<file path="config.mk">
export PLATFORM = sky130hd
export DESIGN_NAME = weight_fetcher
export DESIGN_NICKNAME = d
export VERILOG_FILES = /design/src/rtl/weight_fetcher.sv
export SDC_FILE = /design/constraint.sdc
export NUM_CORES = 1
export LEC_CHECK = 0
export CELL_PAD_IN_SITES_DETAIL_PLACEMENT = 0
export CELL_PAD_IN_SITES_GLOBAL_PLACEMENT = 1
export CORE_UTILIZATION = 38
export DETAILED_ROUTE_END_ITERATION = 12
export PLACE_DENSITY = 0.85
export SYNTH_ARGS = -nofsm -noshare
export SYNTH_HDL_FRONTEND = slang
export SYNTH_SLANG_ARGS = --single-unit
</file>
<file path="constraint.sdc">
create_clock -name clk -period 4.6 [get_ports clk]
set_input_delay 0.69 -clock clk [delete_from_list [all_inputs] [get_ports clk]]
set_output_delay 0.69 -clock clk [all_outputs]
set_load 0.02 [all_outputs]
</file>
<file path="src/rtl/weight_fetcher.sv">
// Weight cache read stage: streams a contiguous run of words out of the
// weight SRAM to the PE array through a 2-entry FIFO sized for read latency.
module weight_fetcher #(
    parameter int ADDR_WIDTH = 8,
    parameter int DATA_WIDTH = 32,
    parameter int MEM_DEPTH  = 256
) (
    input  logic                  clk,
    input  logic                  rst,
    input  logic                  start,
    input  logic [ADDR_WIDTH-1:0] base_addr,
    input  logic [ADDR_WIDTH:0]   len,
    output logic                  busy,
    output logic                  done,
    output logic [ADDR_WIDTH-1:0] sram_addr,
    output logic                  sram_cs_n,
    output logic                  sram_wr_n,
    input  logic [DATA_WIDTH-1:0] sram_rdata,
    output logic [DATA_WIDTH-1:0] w_data,
    output logic                  w_valid,
    input  logic                  w_ready,
    output logic                  w_last
);

    localparam int LW = ADDR_WIDTH + 1;
    localparam logic [ADDR_WIDTH-1:0] ADDR_MAX = ADDR_WIDTH'(MEM_DEPTH - 1);

    typedef enum logic [1:0] {
        IDLE,
        RUN,
        FIN
    } state_t;

    state_t                  state_q, state_d;
    logic [ADDR_WIDTH-1:0]   addr_q, addr_d;
    logic [LW-1:0]           len_q, len_d;
    logic [LW-1:0]           issued_q, issued_d;
    logic [LW-1:0]           beat_q, beat_d;
    logic                    inflight_q, inflight_d;
    logic [DATA_WIDTH-1:0]   mem_q [2];
    logic [DATA_WIDTH-1:0]   mem_d [2];
    logic                    wr_ptr_q, wr_ptr_d;
    logic                    rd_ptr_q, rd_ptr_d;
    logic [1:0]              count_q, count_d;

    logic                    pop;
    logic                    push;
    logic                    issue;
    logic                    last_beat;
    logic [2:0]              occ;

    always_comb begin
        pop       = (count_q != 2'd0) && w_ready;
        push      = inflight_q;
        // Occupancy the FIFO will have once everything in flight lands.
        occ       = 3'(count_q) + 3'(inflight_q) - 3'(pop);
        issue     = (state_q == RUN) && (issued_q < len_q) && (occ < 3'd2);
        last_beat = pop && (beat_q == len_q - LW'(1));

        state_d    = state_q;
        addr_d     = addr_q;
        len_d      = len_q;
        issued_d   = issued_q;
        beat_d     = beat_q;
        inflight_d = issue;
        mem_d      = mem_q;
        wr_ptr_d   = wr_ptr_q;
        rd_ptr_d   = rd_ptr_q;
        count_d    = count_q + 2'(push) - 2'(pop);

        unique case (state_q)
            IDLE: begin
                if (start) begin
                    addr_d   = base_addr;
                    len_d    = len;
                    issued_d = '0;
                    beat_d   = '0;
                    state_d  = (len == '0) ? FIN : RUN;
                end
            end
            RUN: begin
                if (last_beat) begin
                    state_d = FIN;
                end
            end
            FIN: begin
                state_d = IDLE;
            end
            default: begin
                state_d = IDLE;
            end
        endcase

        if (issue) begin
            addr_d   = (addr_q == ADDR_MAX) ? '0 : addr_q + ADDR_WIDTH'(1);
            issued_d = issued_q + LW'(1);
        end

        if (pop) begin
            rd_ptr_d = ~rd_ptr_q;
            beat_d   = beat_q + LW'(1);
        end

        if (push) begin
            mem_d[wr_ptr_q] = sram_rdata;
            wr_ptr_d        = ~wr_ptr_q;
        end
    end

    always_ff @(posedge clk) begin
        if (rst) begin
            state_q    <= IDLE;
            addr_q     <= '0;
            len_q      <= '0;
            issued_q   <= '0;
            beat_q     <= '0;
            inflight_q <= 1'b0;
            mem_q[0]   <= '0;
            mem_q[1]   <= '0;
            wr_ptr_q   <= 1'b0;
            rd_ptr_q   <= 1'b0;
            count_q    <= '0;
        end else begin
            state_q    <= state_d;
            addr_q     <= addr_d;
            len_q      <= len_d;
            issued_q   <= issued_d;
            beat_q     <= beat_d;
            inflight_q <= inflight_d;
            mem_q      <= mem_d;
            wr_ptr_q   <= wr_ptr_d;
            rd_ptr_q   <= rd_ptr_d;
            count_q    <= count_d;
        end
    end

    assign busy      = (state_q == RUN);
    assign done      = (state_q == FIN);
    assign sram_addr = addr_q;
    assign sram_cs_n = ~issue;
    assign sram_wr_n = 1'b1;
    assign w_valid   = (count_q != 2'd0);
    assign w_data    = mem_q[rd_ptr_q];
    assign w_last    = w_valid && (beat_q == len_q - LW'(1));

    a_no_overflow: assert property (
        @(posedge clk) disable iff (rst)
        push |-> (count_q != 2'd2) || pop
    );

endmodule

</file>
==> results.py, run 1 <==
metrics = {
    "placed_design": {
        "gp_congestion": 0.774,
        "dp_cells": 871,
        "placed_cell_area_mm2": 0.00615,
        "portBuffers": 97,
        "dp_hpwl_um": 8560,
    },
    "floorplanning": {
        "core-area_mm2": 0.0128,
        "ioPinCount": 99,
        "initial_utilization_pct": 39.6,
        "dieArea_mm2": 0.0138,
        "die_w_um": 118,
        "dieHeight_um": 118,
        "rows": 41,
    },
    "finish": {
        "areaGrowthSynthToFinish_pct": 27.4,
        "fin_nets": 778,
        "final_area_mm2": 0.00646,
        "drive_gt1_share_pct": 9.23,
        "antenna_cells": 0,
        "fin_cells": 887,
    },
    "setup_path": {
        "worstPathArrival_ns": 3.59,
        "endpoint_kind": "output pin",
        "cp.required_ns": 3.91,
        "worst-path-max-fanout": 5,
        "worst-setup-path-type": "in2out",
        "worst_setup_path_start_kind": "primary input",
    },
    "clock_network": {
        "ctsHoldBuffers": 0,
        "cts_tree": "built",
        "postCtsSetupRepairBufs": 0,
        "clk_pin_slew_ns": 0.07,
        "cts_root_buf": "clkbuf_16",
        "post_cts_resized": 0,
        "clock-sinks": 106,
        "insertion_delay_ns": 0.35,
        "numCtsBuffers": 9,
        "htree_levels": 3,
        "clk_path_buf_depth": 2,
    },
    "grt": {
        "grt_antenna_before_repair": 0,
        "overflow": 0,
        "grt_start_max_net_pins": 110,
        "grt_pass1_vias": 4520,
        "grtUsageTotal_pct": 19.4,
        "grt_pass1_wl_um": 21800,
    },
    "flow_run": {
        "maxCapViolations": 0,
    },
    "logic_synthesis": {
        "yosysMostFrequentCell": "nand2_1",
        "yosys-top-cells-area": "dfxtp_1 42%, nand2_1 13%, a21oi_1 8.4%",
        "yosys-top-cells-count": "175 x nand2_1, 106 x dfxtp_1, 85 x a21oi_1",
        "avgSynthCellArea_um2": 7.98,
        "synth_ff_type": "dfxtp_1",
        "async_flop_share_pct": 0,
        "synth_enable_flop_cells": 0,
        "ys_types": 53,
        "yosysWarnings": 0,
        "synth_fp_nets": 704,
        "synth.yosys.seq_area_share_pct": 41.8,
        "ys_ff_latch": 106,
        "synth_area_leader_cell": "dfxtp_1",
        "synthCells": 636,
        "netlist_area_mm2": 0.00507,
        "synth_top_area_share_pct": 41.8,
    },
    "sta": {
        "setup_viol": 0,
        "fin_crit_sh_pct": 93.0,
        "fin_setup_tns_ns": 0,
        "whs_ns": 0.451,
        "hold_violations": 0,
        "drv_slew": 0,
        "finalCriticalPeriod_ns": 4.28,
        "fmax_ghz": 0.234,
        "worstMarginPinSlew_ns": 1.11,
        "relSlewSlack_pct": 25.8,
        "fin_skew_ns": 0.00567,
        "rsz0062_at_grt": "no",
    },
    "detailed_routing": {
        "firstDrtPassIters": 4,
        "dr.first_iter.drc_count": 311,
        "viasPerCell": 5.18,
        "vias": 4596,
        "avgRoutedWirePerCell_um": 14.5,
        "antenna_left": 0,
        "wl_um": 12900,
        "drc": 0,
    },
    "min_path": {
        "min_path_type": "reg2reg",
    },
    "power": {
        "power.leakage_nw": 2.30,
        "power_density_mw_per_mm2": 409,
        "vdd_drop_max_v": 0.000236,
    },
    "run_status": {
        "status": "finished, final reports clean",
    },
}
critical path, cell delays in order:
cell and delay (ns):
clkdlybuf4s50_1 0.41, nand2_1 0.15, clkinv_1 0.14, ha_1 0.29, inv_1 0.04, ha_1 0.19
fa_1 0.51, nor2_1 0.04, and4_1 0.20, o41ai_1 0.11, nor2_1 0.12, inv_1 0.11
clkdlybuf4s50_1 0.61
worst paths after layout:
path              startpoint          end  slack, ns  cells after the start
setup / recovery     w_ready    sram_cs_n       0.32                     13
hold reg to reg     mem_q[7]     mem_q[7]       0.45                      2
hold / removal      mem_q[7]     mem_q[7]       0.45                      2
setup reg to reg  count_q[1]  issued_q[7]       1.21                     15
layer usage:
layer	track usage (%)	vias up	wire (µm)
met1	23.0	2180	5750
met3	4.75	9	535
met2	34.8	100	6470
li1	-	2307	-
met5	0	-	0
met4	4.73	0	133
area by class of cell:
type                    instances  area (µm²)
fillers                      1253        6360
multi-input cells             473        2740
flip-flops and latches        106        2120
repair buffers                104        1020
clock buffers                  10         239
well taps                     172         215
clock inverters                 6        71.3
inverters                      16        60.1
cell usage in the layout (no fill, tap or decap), types with 2 or more instances in the layout:
cell and n:
mux2i_1 2, xor2_1 7, and3_1 7, or3_1 4, and4_1 5, a21oi_1 85, nand2b_1 4, inv_1 15
nand3_1 29, mux2_2 35, a22oi_1 3, buf_4 8, clkdlybuf4s50_1 96, dfxtp_1 106, nor2_1 19, nand2_1 175
o22ai_1 3, a311oi_1 3, nor4b_1 2, o21ai_0 5, ha_1 14, xnor2_1 9, and3b_1 2, nor3_1 7
a31oi_1 9, and2_1 2, nand3b_1 11, clkbuf_16 9, nor3b_1 2, nor2b_1 6
report_power, final:
group          internal, mW  switching [mW]
Sequential            0.997          0.0716
Combinational         0.348           0.426
Clock                 0.443           0.358
cells by family after synthesis:
kind of cell    after synthesis  synth area share, %
compound gates              119                 13.2
xor+xnor                     16                 2.76
fa+ha+maj                    15                 3.85
buf+inv                      57                 4.34
flops                       106                 41.8
mux                          37                 8.16
other cells                   1               0.0739
simple gates                285                 25.8
metrics by stage:
step | power [mW] | util, % | setup WS [ns]
6_report | 2.64 | 50.4 | 0.324
4_1_cts | 2.67 | 50.4 | 0.343
3_5_place_dp | 1.86 | 48.0 | 0.378
3_3_place_gp | 1.85 | 48.0 | 0.397
2_1_floorplan | 1.58 | - | 0.969
5_1_grt | 2.80 | 50.4 | 0.126
flip-flops by register name, summed over array words and instances (netlist names):
name,cells
beat_q,9
mem_q,64
count_q,2
sram_addr,8
inflight_q,1
wr_ptr_q,1
len_q,9
state_q,2
rd_ptr_q,1
issued_q,9
No activity file was read; power rests on OpenSTA's default activity.
==> run 2: changes to the inputs <==
--- a/config.mk
+++ b/config.mk
@@ -5,9 +5,9 @@
 export SDC_FILE = /design/constraint.sdc
 export NUM_CORES = 1
 export LEC_CHECK = 0
-export CELL_PAD_IN_SITES_DETAIL_PLACEMENT = 0
-export CELL_PAD_IN_SITES_GLOBAL_PLACEMENT = 1
-export CORE_UTILIZATION = 38
+export CELL_PAD_IN_SITES_DETAIL_PLACEMENT = 2
+export CELL_PAD_IN_SITES_GLOBAL_PLACEMENT = 2
+export CORE_UTILIZATION = 30
 export DETAILED_ROUTE_END_ITERATION = 12
 export PLACE_DENSITY = 0.85
 export SYNTH_ARGS = -nofsm -noshare
==> results.py, run 2 (synthesized netlist as in run 1, its figures left out) <==
metrics = {
    "placed_design": {
        "gp_congestion": 0.789,
        "portBuffers": 97,
        "placed_cell_area_mm2": 0.00621,
        "dp_hpwl_um": 11400,
        "post-place-ws_ns": 0.306,
    },
    "setup_path": {
        "endpoint_kind": "output pin",
        "crit_chain": "clkdlybuf4s50_1, nand2_1, clkinv_1, ha_1, inv_1, ha_1, fa_1, nor2_1, and4_1, o41ai_1, nor2_1, inv_1, clkdlybuf4s50_1",
        "worstPathArrival_ns": 3.64,
        "cpPeakStageDelay_ns": 0.61,
        "slowest_stage": "clkdlybuf4s50_1",
        "cp.required_ns": 3.91,
        "critPathBufInv": 5,
        "critical-path-top-delay-family": "buffers and inverters",
        "cp_num_cells": 13,
        "worst_setup_path_start_kind": "primary input",
        "r2r_cells": 15,
        "worst-setup-path-type": "in2out",
        "worst-path-max-fanout": 5,
    },
    "grt": {
        "grtUsageTotal_pct": 19.9,
        "grt_start_max_net_pins": 110,
        "grt_pass1_wl_um": 27600,
        "grt_antenna_before_repair": 0,
        "grt_pass1_vias": 5428,
        "overflow": 0,
    },
    "floorplanning": {
        "rows": 47,
        "initial_utilization_pct": 30.7,
        "core-area_mm2": 0.0165,
        "dieArea_mm2": 0.0174,
        "die_w_um": 132,
        "ioPinCount": 99,
        "dieHeight_um": 132,
    },
    "min_path": {
        "hold-path-cell-count": 2,
        "min_path_type": "reg2reg",
    },
    "power": {
        "power_density_mw_per_mm2": 416,
        "power_mw": 2.72,
        "vdd_drop_max_v": 0.000228,
        "power.leakage_nw": 2.29,
    },
    "sta": {
        "relSlewSlack_pct": 22.5,
        "fin_setup_tns_ns": 0,
        "drv_slew": 0,
        "worstMarginPinSlew_ns": 1.16,
        "fin_crit_sh_pct": 94.2,
        "hold_violations": 0,
        "fmax_ghz": 0.231,
        "rsz0062_at_grt": "no",
        "setup_slack_ns": 0.268,
        "setup_viol": 0,
        "fin_skew_ns": 0.0107,
        "finalCriticalPeriod_ns": 4.33,
    },
    "finish": {
        "fin_nets": 777,
        "final_area_mm2": 0.00652,
        "nFillCells": 1868,
        "antenna_cells": 0,
        "final_core_util_pct": 39.5,
        "largest_reg_flops": 64,
        "regMostFlops": "mem_q",
        "final_cell_mix": "175 x nand2_1, 106 x dfxtp_1, 96 x clkdlybuf4s50_1",
        "drive_gt1_share_pct": 9.10,
        "areaGrowthSynthToFinish_pct": 28.5,
        "final_common_cell": "nand2_1",
    },
    "detailed_routing": {
        "vias": 4785,
        "wl_um": 16800,
        "avgRoutedWirePerCell_um": 18.0,
        "drc": 0,
        "firstDrtPassIters": 4,
        "dr.first_iter.drc_count": 184,
        "antenna_left": 0,
        "viasPerCell": 5.12,
    },
    "clock_network": {
        "postCtsSetupRepairBufs": 0,
        "ctsHoldBuffers": 0,
        "clock-sinks": 106,
        "clk_path_buf_depth": 2,
        "insertion_delay_ns": 0.36,
        "clk_pin_slew_ns": 0.08,
        "cts_root_buf": "clkbuf_16",
        "cts_tree": "built",
        "numCtsBuffers": 9,
        "post_cts_resized": 0,
        "htree_levels": 3,
    },
    "flow_run": {
        "maxCapViolations": 0,
    },
    "run_status": {
        "status": "finished, final reports clean",
    },
}
-- run 2: cell type report --
cell class / instances / area, µm² / share of cell area, %
Inverter: 16 / 60.1 / 0.921
Clock buffer: 9 / 225 / 3.45
Timing Repair Buffer: 103 / 1010 / 15.5
Multi-Input combinational cell: 473 / 2740 / 42.0
Tap cell: 220 / 275 / 4.22
Clock inverter: 7 / 83.8 / 1.29
Sequential cell: 106 / 2120 / 32.5
-- run 2: where the power goes --
part	switching, mW	total [mW]	leakage [nW]	internal (mW)
Sequential	0.0754	1.07	0.859	0.996
Clock	0.386	0.820	0.154	0.435
Combinational	0.471	0.823	1.28	0.352
-- run 2: routing by layer --
metal	wire length, µm	up-vias	share of wire (%)	global-route usage, %
li1	-	2307	-	-
met1	7060	2369	42	22.0
met2	8930	81	53	37.6
met3	432	28	2.6	2.81
met4	416	0	2.5	8.79
met5	0	-	0	0
-- run 2: per-stage QoR --
stage,hold slack [ns],instances
2_1_floorplan,0.433,636
3_3_place_gp,0.438,918
3_5_place_dp,0.448,918
4_1_cts,0.459,934
5_1_grt,0.480,934
6_report,0.458,934
-- run 2: worst register-to-register path, stage by stage (launching register included) --
cell,delay (ns)
dfxtp_1,0.35
or2_2,0.33
nand2_1,0.17
clkinv_1,0.12
ha_1,0.30
inv_1,0.05
ha_1,0.19
fa_1,0.46
nor2_1,0.12
and4_1,0.23
o41ai_1,0.12
nor2_1,0.16
inv_1,0.07
buf_4,0.21
or3_1,0.36
a31oi_1,0.17
-- run 2: path summary, 6_finish.rpt --
kind         startpoint          end  slack [ns]
max             w_ready    sram_cs_n        0.27
min           mem_q[31]    mem_q[31]        0.46
max reg2reg  count_q[1]  issued_q[7]        1.11
min reg2reg   mem_q[31]    mem_q[31]        0.46
